$ cat src/rtl/dmem_copy_engine.sv
// dmem_copy_engine
//   Memory-to-memory copy helper that drives the D_MEM port set. Each element
//   is read into a buffer in one cycle (RD) and written back in the next (WR).
//   Arbitration with the CPU load/store path is external.
//
// Ports
//   clk, rst                 clock, asynchronous active-high reset
//   START                    request pulse, sampled only while idle
//   SRC_ADDR, DST_ADDR       byte addresses, captured on an accepted START
//   LENGTH                   element count, captured on an accepted START
//   XFER_TYPE                element type, captured on an accepted START
//                            (0 WORD, 1 HALFWORD, 2 UHALFWORD, 3 BYTE, 4 UBYTE)
//   BUSY, DONE, ERR          status: not idle, completion pulse, misalignment
//   MEM_ADDR, MEM_READ, MEM_WRITE, MEM_DATA_TYPE, MEM_WDATA   to D_MEM
//   MEM_RDATA                from D_MEM, combinational read
module dmem_copy_engine #(
  parameter int unsigned BITS  = 32,
  parameter int unsigned ADDRW = 32,
  parameter int unsigned LENW  = 16
) (
  input  logic             clk,
  input  logic             rst,
  input  logic             START,
  input  logic [ADDRW-1:0] SRC_ADDR,
  input  logic [ADDRW-1:0] DST_ADDR,
  input  logic [LENW-1:0]  LENGTH,
  input  logic [2:0]       XFER_TYPE,
  output logic             BUSY,
  output logic             DONE,
  output logic             ERR,
  output logic [ADDRW-1:0] MEM_ADDR,
  output logic             MEM_READ,
  output logic             MEM_WRITE,
  output logic [2:0]       MEM_DATA_TYPE,
  output logic [BITS-1:0]  MEM_WDATA,
  input  logic [BITS-1:0]  MEM_RDATA
);

  localparam logic [2:0] TyWord  = 3'd0;
  localparam logic [2:0] TyHalf  = 3'd1;
  localparam logic [2:0] TyUhalf = 3'd2;

  localparam logic [1:0] StIdle = 2'd0;
  localparam logic [1:0] StRd   = 2'd1;
  localparam logic [1:0] StWr   = 2'd2;
  localparam logic [1:0] StFin  = 2'd3;

  logic [1:0]       r_state;
  logic [ADDRW-1:0] r_src;
  logic [ADDRW-1:0] r_dst;
  logic [LENW-1:0]  r_rem;
  logic [2:0]       r_type;
  logic [BITS-1:0]  r_buf;
  logic             r_err;

  logic [ADDRW-1:0] w_stride;
  logic             w_misalign;

  // Unknown type codes fall back to byte stride.
  function automatic logic [ADDRW-1:0] stride_of(input logic [2:0] t);
    if (t == TyWord) begin
      return ADDRW'(4);
    end else if (t == TyHalf || t == TyUhalf) begin
      return ADDRW'(2);
    end
    return ADDRW'(1);
  endfunction

  function automatic logic misaligned(input logic [ADDRW-1:0] a, input logic [2:0] t);
    if (t == TyWord) begin
      return a[1:0] != 2'b00;
    end else if (t == TyHalf || t == TyUhalf) begin
      return a[0];
    end
    return 1'b0;
  endfunction

  assign w_stride   = stride_of(r_type);
  assign w_misalign = misaligned(SRC_ADDR, XFER_TYPE) | misaligned(DST_ADDR, XFER_TYPE);

  always_ff @(posedge clk or posedge rst) begin
    if (rst) begin
      r_state <= StIdle;
      r_src   <= '0;
      r_dst   <= '0;
      r_rem   <= '0;
      r_type  <= TyWord;
      r_buf   <= '0;
      r_err   <= 1'b0;
    end else begin
      unique case (r_state)
        StIdle: begin
          if (START) begin
            r_src  <= SRC_ADDR;
            r_dst  <= DST_ADDR;
            r_rem  <= LENGTH;
            r_type <= XFER_TYPE;
            r_err  <= w_misalign;
            if (w_misalign || LENGTH == '0) begin
              r_state <= StFin;
            end else begin
              r_state <= StRd;
            end
          end
        end
        StRd: begin
          r_buf   <= MEM_RDATA;
          r_src   <= r_src + w_stride;
          r_state <= StWr;
        end
        StWr: begin
          r_dst <= r_dst + w_stride;
          r_rem <= r_rem - LENW'(1);
          // Compare before decrement so a full-scale LENGTH never wraps.
          if (r_rem == LENW'(1)) begin
            r_state <= StFin;
          end else begin
            r_state <= StRd;
          end
        end
        StFin: begin
          r_state <= StIdle;
        end
      endcase
    end
  end

  always_comb begin
    BUSY          = (r_state != StIdle);
    DONE          = (r_state == StFin);
    ERR           = r_err;
    MEM_DATA_TYPE = r_type;
    MEM_READ      = 1'b0;
    MEM_WRITE     = 1'b0;
    MEM_ADDR      = '0;
    MEM_WDATA     = '0;
    if (r_state == StRd) begin
      MEM_READ = 1'b1;
      MEM_ADDR = r_src;
    end else if (r_state == StWr) begin
      MEM_WRITE = 1'b1;
      MEM_ADDR  = r_dst;
      MEM_WDATA = r_buf;
    end
  end

endmodule

$ cat config.mk
export PLATFORM = sky130hd
export DESIGN_NAME = dmem_copy_engine
export DESIGN_NICKNAME = d
export VERILOG_FILES = /design/src/rtl/dmem_copy_engine.sv
export SDC_FILE = /design/constraint.sdc
export NUM_CORES = 1
export LEC_CHECK = 0
export BUFFER_PORTS_ARGS = -buffer_cell sky130_fd_sc_hd__buf_2
export CAP_MARGIN = 20
export CORE_MARGIN = 8
export CORE_UTILIZATION = 40
export DETAILED_ROUTE_END_ITERATION = 10
export GPL_ROUTABILITY_DRIVEN = 1
export SLEW_MARGIN = 20
export SYNTH_ARGS = -nofsm -noshare
export SYNTH_HDL_FRONTEND = slang
export SYNTH_SLANG_ARGS = --single-unit
$ cat constraint.sdc
create_clock -name clk -period 4.66 [get_ports clk]
set_input_delay 0.466 -clock clk [delete_from_list [all_inputs] [get_ports clk]]
set_output_delay 0.466 -clock clk [all_outputs]
set_load 0.01 [all_outputs]
==> metrics.md, run 1 <==
| Metric | Value |
|---|---|
| Number of detailed-route iterations in the first pass | 7 |
| Detail Route Antenna Nets | 0 |
| Critical Path Start Type | register |
| Clock Tree Buf Depth | 2 |
| Share of the synthesized netlist area taken by xor and xnor gates | 1.44% |
| Setup skew after layout | 0.00798 ns |
| Cell Int Power | 3590 uW |
| Horiz. Die Dim | 150 um |
| Type of the worst setup path | register to primary output |
| Final Max Tran Viols | 0 |
| Post-synth cell types | 66 |
| EDFF count, synth | 0 |
| Peak supply drop | 0.339 mV |
| DP Cell Count | 1238 |
| Via count normalized by instance count | 5.67 |
| Overall power after layout | 6740 uW |
| Number of rows in the core area | 49 |
| Worst relative slew slack | 40.3% |
| Total negative slack | 0 ns |
| # hold bufs at CTS | 0 |
| Post-route DRC | 0 |
| Initial standard-cell utilization of the core | 40.5% |
| CTS Buf Count | 17 |
| Non-filler cells in the finished layout | 1270 |
| WP data arrival | 2.61 ns |
| Timing-limited maximum frequency | 325 MHz |
| Library cell with the largest summed area after synthesis | dfrtp_1 |
| Leading cell types in the layout, fill and taps excluded | buf_2 (189), nand2_1 (185), dfrtp_1 (118) |
| Number of warnings reported in the yosys synthesis log | 0 |
| Maximum fanout along the worst path | 45 |
| Final Cell Area | 8920 um2 |
| Min Hold Slack | 0.205 ns |
| Unrepaired setup endpoints after global routing | no |
| Wire length of the first global-routing pass | 38400 um |
| Clock root buffer master | clkbuf_16 |
| Main area contributors after synthesis | dfrtp_1 (41%), nand2_1 (9.6%), a21oi_1 (3.5%), and2_1 (3.1%), mux2i_1 (3.0%) |
| Share of layout cells above drive strength 1 | 24.8% |
| Total routing usage reported by global routing | 21.6% |
| Mapped Area | 7220 um2 |
| Endpoints failing setup | 0 |
| Syn avg cell area | 8.31 um2 |
| HPWL Detailed | 17300 um |
| Core Area | 17800 um2 |
| N_diodes | 0 |
| PwrDens | 756 nW/um2 |
| Ratio of final minimum period to clock period | 66.1% |
| Overflow left after global routing | 0 |
| Combinational group share of total power | 47.8% |
| Synthesized netlist cell count | 869 |
| Cell area after placement | 8320 um2 |
| Port Buffers | 189 |
| Net count of the mapped netlist | 995 |
| Top flip-flop cell by instance count after synthesis | dfrtp_1 |
| Status | complete, no violations |
| Most common library cell in the layout ignoring fill and taps | buf_2 |
| Clk sink count | 118 |
| Required time reported for the critical path endpoint | 4.19 ns |
| Insertion delay of the later-clocked pin in the worst-skew pair | 0.42 ns |
| Average wire per cell in the routed design | 19.1 um |
| DRT iter0 DRCs | 515 |
| Area Growth Syn to Fin | 23.4% |
| Final layout net count | 1154 |
| Post-synthesis async set-or-reset flop share | 100% |
| Number of endpoints with negative hold slack in the final report | 0 |
| Antenna violations before repair | 2 |
| Switching part of the total | 46.8% |
| Area of the die | 22600 um2 |
| Number of ports placed on the die boundary | 190 |
| Post-synthesis sequential area ratio | 40.9% |
| H-tree level count | 4 |
| Post-layout minimum cycle time | 3.08 ns |
| Combinational family with the most area after synthesis | simple AND/OR/NAND/NOR gates |
| Maximum number of pins on one net before global-route repair | 63 |
| Via Count | 7206 |
| P_sw | 3160 uW |
| Buffer count from post-CTS setup fixing | 0 |
| Total wire length after detailed routing | 24300 um |
| Multiplexer share of the synthesized area | 3.20% |
| Complex-gate fraction of the synthesized area | 22.1% |
| Gates resized, CTS repair | 0 |
| Area share of and/or/nand/nor cells after synthesis | 26.8% |
| Gp weighted congestion | 0.860 |
| Number of register bits inferred by synthesis | 118 |
| Height of the chip | 150 um |
| Standby leakage power | 0.00423 uW |
| Share of power burned in the clock network | 19.9% |
| Max capacitance violation total | 0 |
| TritonCTS clock tree | yes |
| Post-Synth Adder-Cell Area | 1.39% |
| Crit end category | primary output |
| Fraction of post-synthesis cell area in the top cell type by area | 40.9% |
| Measured slew at the worst slew-check pin | 0.895 ns |
| Clock-pin slew on the worst setup and hold paths | 0.06 ns |
| Via count of the first global-routing pass | 7075 |
| Worst min path class | primary input to async pin |
| Sequential cell fraction of total power | 32.4% |
power by group through the flow:
stage	Sequential, uW	Clock (uW)	Combinational [uW]
global route	2270	1420	3590
finish	2180	1340	3220
detailed placement	2170	0	3230
floorplan	1910	0	2400
CTS	2160	1360	3240
global placement	2160	0	3200
Yosys cell counts, types with 8 or more instances:
cell type / number
a211oi_1: 13
dfrtp_1: 118
nor2_1: 45
and2_1: 36
a22oi_1: 8
nand2_1: 185
mux2i_1: 22
o211ai_1: 8
ha_1: 8
nor3_1: 22
nand3_1: 28
clkbuf_1: 49
a31oi_1: 11
inv_1: 14
and3_1: 11
a21oi_1: 51
nor4_1: 15
nand4_1: 23
o22ai_1: 35
o21ai_0: 32
a22o_1: 23
area by class of cell:
type / count / area (um2)
fill: 1762 / 8920
sequential: 118 / 2950
multi-input combinational: 673 / 3970
inverter: 15 / 58.8
clock inverter: 15 / 171
tap: 229 / 287
timing repair buffer: 203 / 1050
clock buffer: 17 / 425
metrics by stage:
step,utilization (%),worst slack (ns)
global placement,46.6,1.78
detailed placement,46.6,1.68
finish,50.0,1.58
CTS,50.0,1.59
global route,50.0,1.42
floorplan,-,1.06
worst paths after layout:
check,slack [ns],cells past startpoint,to,startpoint
worst max-delay path,1.58,6,MEM_ADDR[2],r_state[0]$_DFFE_PP0P_
worst min-delay path,0.21,2,r_buf[28]$_DFFE_PP0P_,rst
worst max register to register,1.67,7,r_dst[25]$_DFFE_PP0P_,MEM_DATA_TYPE[2]$_DFFE_PP0P_
worst min register to register,0.47,2,r_buf[3]$_DFFE_PP0P_,r_buf[3]$_DFFE_PP0P_
max in group asynchronous,3.50,3,r_src[8]$_DFFE_PP0P_,rst
min in group clk,0.23,3,r_buf[21]$_DFFE_PP0P_,MEM_RDATA[21]
cell families after synthesis:
group / Yosys count
mux: 23
compound gates: 231
buf+inv: 78
fa+ha+maj: 8
flops: 118
xor+xnor: 11
simple gates: 400
registers in the layout, summed over array words and instances, names as in the netlist:
register	cells
r_dst	32
ERR	1
MEM_DATA_TYPE	3
r_state	2
r_src	32
r_rem	16
r_buf	32
layer usage:
| layer | share of wire [%] | wire (um) | GRT usage [%] |
|---|---|---|---|
| met5 | 0.11 | 26 | 0 |
| met1 | 45 | 10900 | 28.8 |
| met2 | 44 | 10700 | 32.0 |
| met3 | 9.5 | 2290 | 7.72 |
| met4 | 1.7 | 408 | 6.40 |
worst max-delay path: stages (launching register included):
cell     delay (ns)
dfrtp_1        0.54
inv_1          0.13
nand2_1        0.09
inv_2          0.60
buf_4          0.47
a22o_1         0.22
buf_2          0.14
(Power assumes the default switching activity.)
==> run 2: changes to the inputs <==
clock period = 3.15 ns   (was 4.66 ns; I/O delays follow)
==> metrics.md, run 2 (same netlist as run 1, synthesis figures left out) <==
| Metric | Value |
|---|---|
| Clock Tree Buf Depth | 2 |
| Clock root buffer master | clkbuf_16 |
| Crit end category | primary output |
| Worst relative slew slack | 50.4% |
| Height of the chip | 150 um |
| Leading registers by flop count | r_buf (32), r_dst (32), r_src (32) |
| Via Count | 7301 |
| Register-to-register setup slack | 0.38 ns |
| PwrDens | 1130 nW/um2 |
| WP data arrival | 2.57 ns |
| Multi-input logic area | 3970 um2 |
| Measured slew at the worst slew-check pin | 0.737 ns |
| Required time reported for the critical path endpoint | 2.83 ns |
| Gates resized, CTS repair | 0 |
| Timing-limited maximum frequency | 346 MHz |
| Max capacitance violation total | 0 |
| TritonCTS clock tree | yes |
| Peak supply drop | 0.539 mV |
| Type of the worst setup path | register to primary output |
| Overall power after layout | 10200 uW |
| Flip-flop and latch area | 2950 um2 |
| Max stage delay on crit path | 0.54 ns |
| Non-filler cells in the finished layout | 1278 |
| Via count normalized by instance count | 5.71 |
| Detail Route Antenna Nets | 0 |
| # hold bufs at CTS | 0 |
| Standby leakage power | 0.00427 uW |
| Final Max Tran Viols | 0 |
| Setup skew after layout | 0.0129 ns |
| H-tree level count | 4 |
| Cell breakdown of the critical path | inv_1, nand2_1, inv_2, buf_4, nand2_1, o21ai_0, buf_2 |
| Core Area | 17800 um2 |
| Critical Path Start Type | register |
| DRT iter0 DRCs | 483 |
| Most frequent CP cell | nand2_1 |
| Cell area after placement | 8420 um2 |
| Leading cell types in the layout, fill and taps excluded | buf_2 (189), nand2_1 (185), dfrtp_1 (118) |
| Maximum fanout along the worst path | 24 |
| Area Growth Syn to Fin | 25.0% |
| Port Buffers | 189 |
| Filler cell count | 1729 |
| Start point of the critical path | r_state[0]$_DFFE_PP0P_ |
| Share of layout cells above drive strength 1 | 25.4% |
| Reg-to-reg startpoint | MEM_DATA_TYPE[0]$_DFFE_PP0P_ |
| Number of rows in the core area | 49 |
| Post-route DRC | 0 |
| CTS Buf Count | 17 |
| Clk sink count | 118 |
| Buffer count from post-CTS setup fixing | 0 |
| Area of the die | 22600 um2 |
| Initial standard-cell utilization of the core | 40.5% |
| Insertion delay of the later-clocked pin in the worst-skew pair | 0.42 ns |
| Status | complete, no violations |
| Ratio of final minimum period to clock period | 91.7% |
| Final cell utilization of the core | 50.6% |
| Clock-pin slew on the worst setup and hold paths | 0.06 ns |
| Wire length of the first global-routing pass | 38800 um |
| Final Cell Area | 9030 um2 |
| Most common library cell in the layout ignoring fill and taps | buf_2 |
| Unrepaired setup endpoints after global routing | no |
| Average wire per cell in the routed design | 19.1 um |
| Antenna violations before repair | 4 |
| Number of endpoints with negative hold slack in the final report | 0 |
| Maximum number of pins on one net before global-route repair | 63 |
| Final layout net count | 1162 |
| N_diodes | 0 |
| Worst setup path endpoint | MEM_ADDR[30] |
| Slowest library cell on the worst path | dfrtp_1 |
| Number of detailed-route iterations in the first pass | 7 |
| Worst Reg-to-Reg Cells | 7 |
| Reg2Reg Capture Point | r_dst[25]$_DFFE_PP0P_ |
| Post-layout minimum cycle time | 2.89 ns |
| Gp weighted congestion | 0.858 |
| Via count of the first global-routing pass | 7123 |
| Total wire length after detailed routing | 24400 um |
| Endpoints failing setup | 0 |
| Worst min path class | primary input to async pin |
| Total routing usage reported by global routing | 21.7% |
| HPWL Detailed | 17700 um |
| Total negative slack | 0 ns |
| DP Cell Count | 1246 |
| Number of ports placed on the die boundary | 190 |
| Horiz. Die Dim | 150 um |
| Overflow left after global routing | 0 |
==> run 2: routing by layer <==
layer	track usage [%]	up-vias	wire, um
met1	28.4	3431	10600
met5	0	-	44
met3	7.27	42	2360
met4	7.60	8	511
li1	-	3510	-
met2	32.9	310	11000
==> run 2: per-stage QoR <==
stage	hold WS, ns	setup WS, ns
2_1_floorplan	0.420	0.571
3_3_place_gp	0.449	0.520
5_1_grt	0.0699	0.0957
6_report	0.0163	0.263
4_1_cts	0.0359	0.263
3_5_place_dp	0.454	0.399
==> run 2: cell type report <==
| type | count | area share, % |
|---|---|---|
| clock buffer | 18 | 4.86 |
| clock inverter | 14 | 1.91 |
| inverter | 15 | 0.665 |
| multi-input combinational | 673 | 44.0 |
| sequential | 118 | 32.7 |
| tap | 229 | 3.17 |
| timing repair buffer | 211 | 12.7 |
==> run 2: power by group <==
| group | internal [uW] | total (uW) | switching (uW) | leakage [uW] |
|---|---|---|---|---|
| Sequential | 2270 | 3220 | 951 | 0.00138 |
| Combinational | 1940 | 4900 | 2960 | 0.00261 |
| Clock | 1270 | 2040 | 768 | 0.000286 |
| Total | 5480 | 10200 | 4680 | 0.00427 |
==> run 2: worst max-delay path, delay by kind of cell (launching register included) <==
family | cells | cell delay, ns
compound gates | 1 | 0.13
flops | 1 | 0.54
simple gates | 2 | 0.24
buf+inv | 4 | 1.23
==> run 2: worst min path at each step <==
stage | cells after the start | slack, ns | endpoint | from
finish | 2 | 0.02 | r_buf[8]$_DFFE_PP0P_ | rst
CTS | 2 | 0.04 | r_buf[8]$_DFFE_PP0P_ | rst
global route | 2 | 0.07 | r_buf[0]$_DFFE_PP0P_ | rst
detailed placement | 2 | 0.45 | r_buf[6]$_DFFE_PP0P_ | r_buf[6]$_DFFE_PP0P_
floorplan | 2 | 0.42 | MEM_DATA_TYPE[0]$_DFFE_PP0P_ | XFER_TYPE[0]
global placement | 2 | 0.45 | r_buf[13]$_DFFE_PP0P_ | r_buf[13]$_DFFE_PP0P_
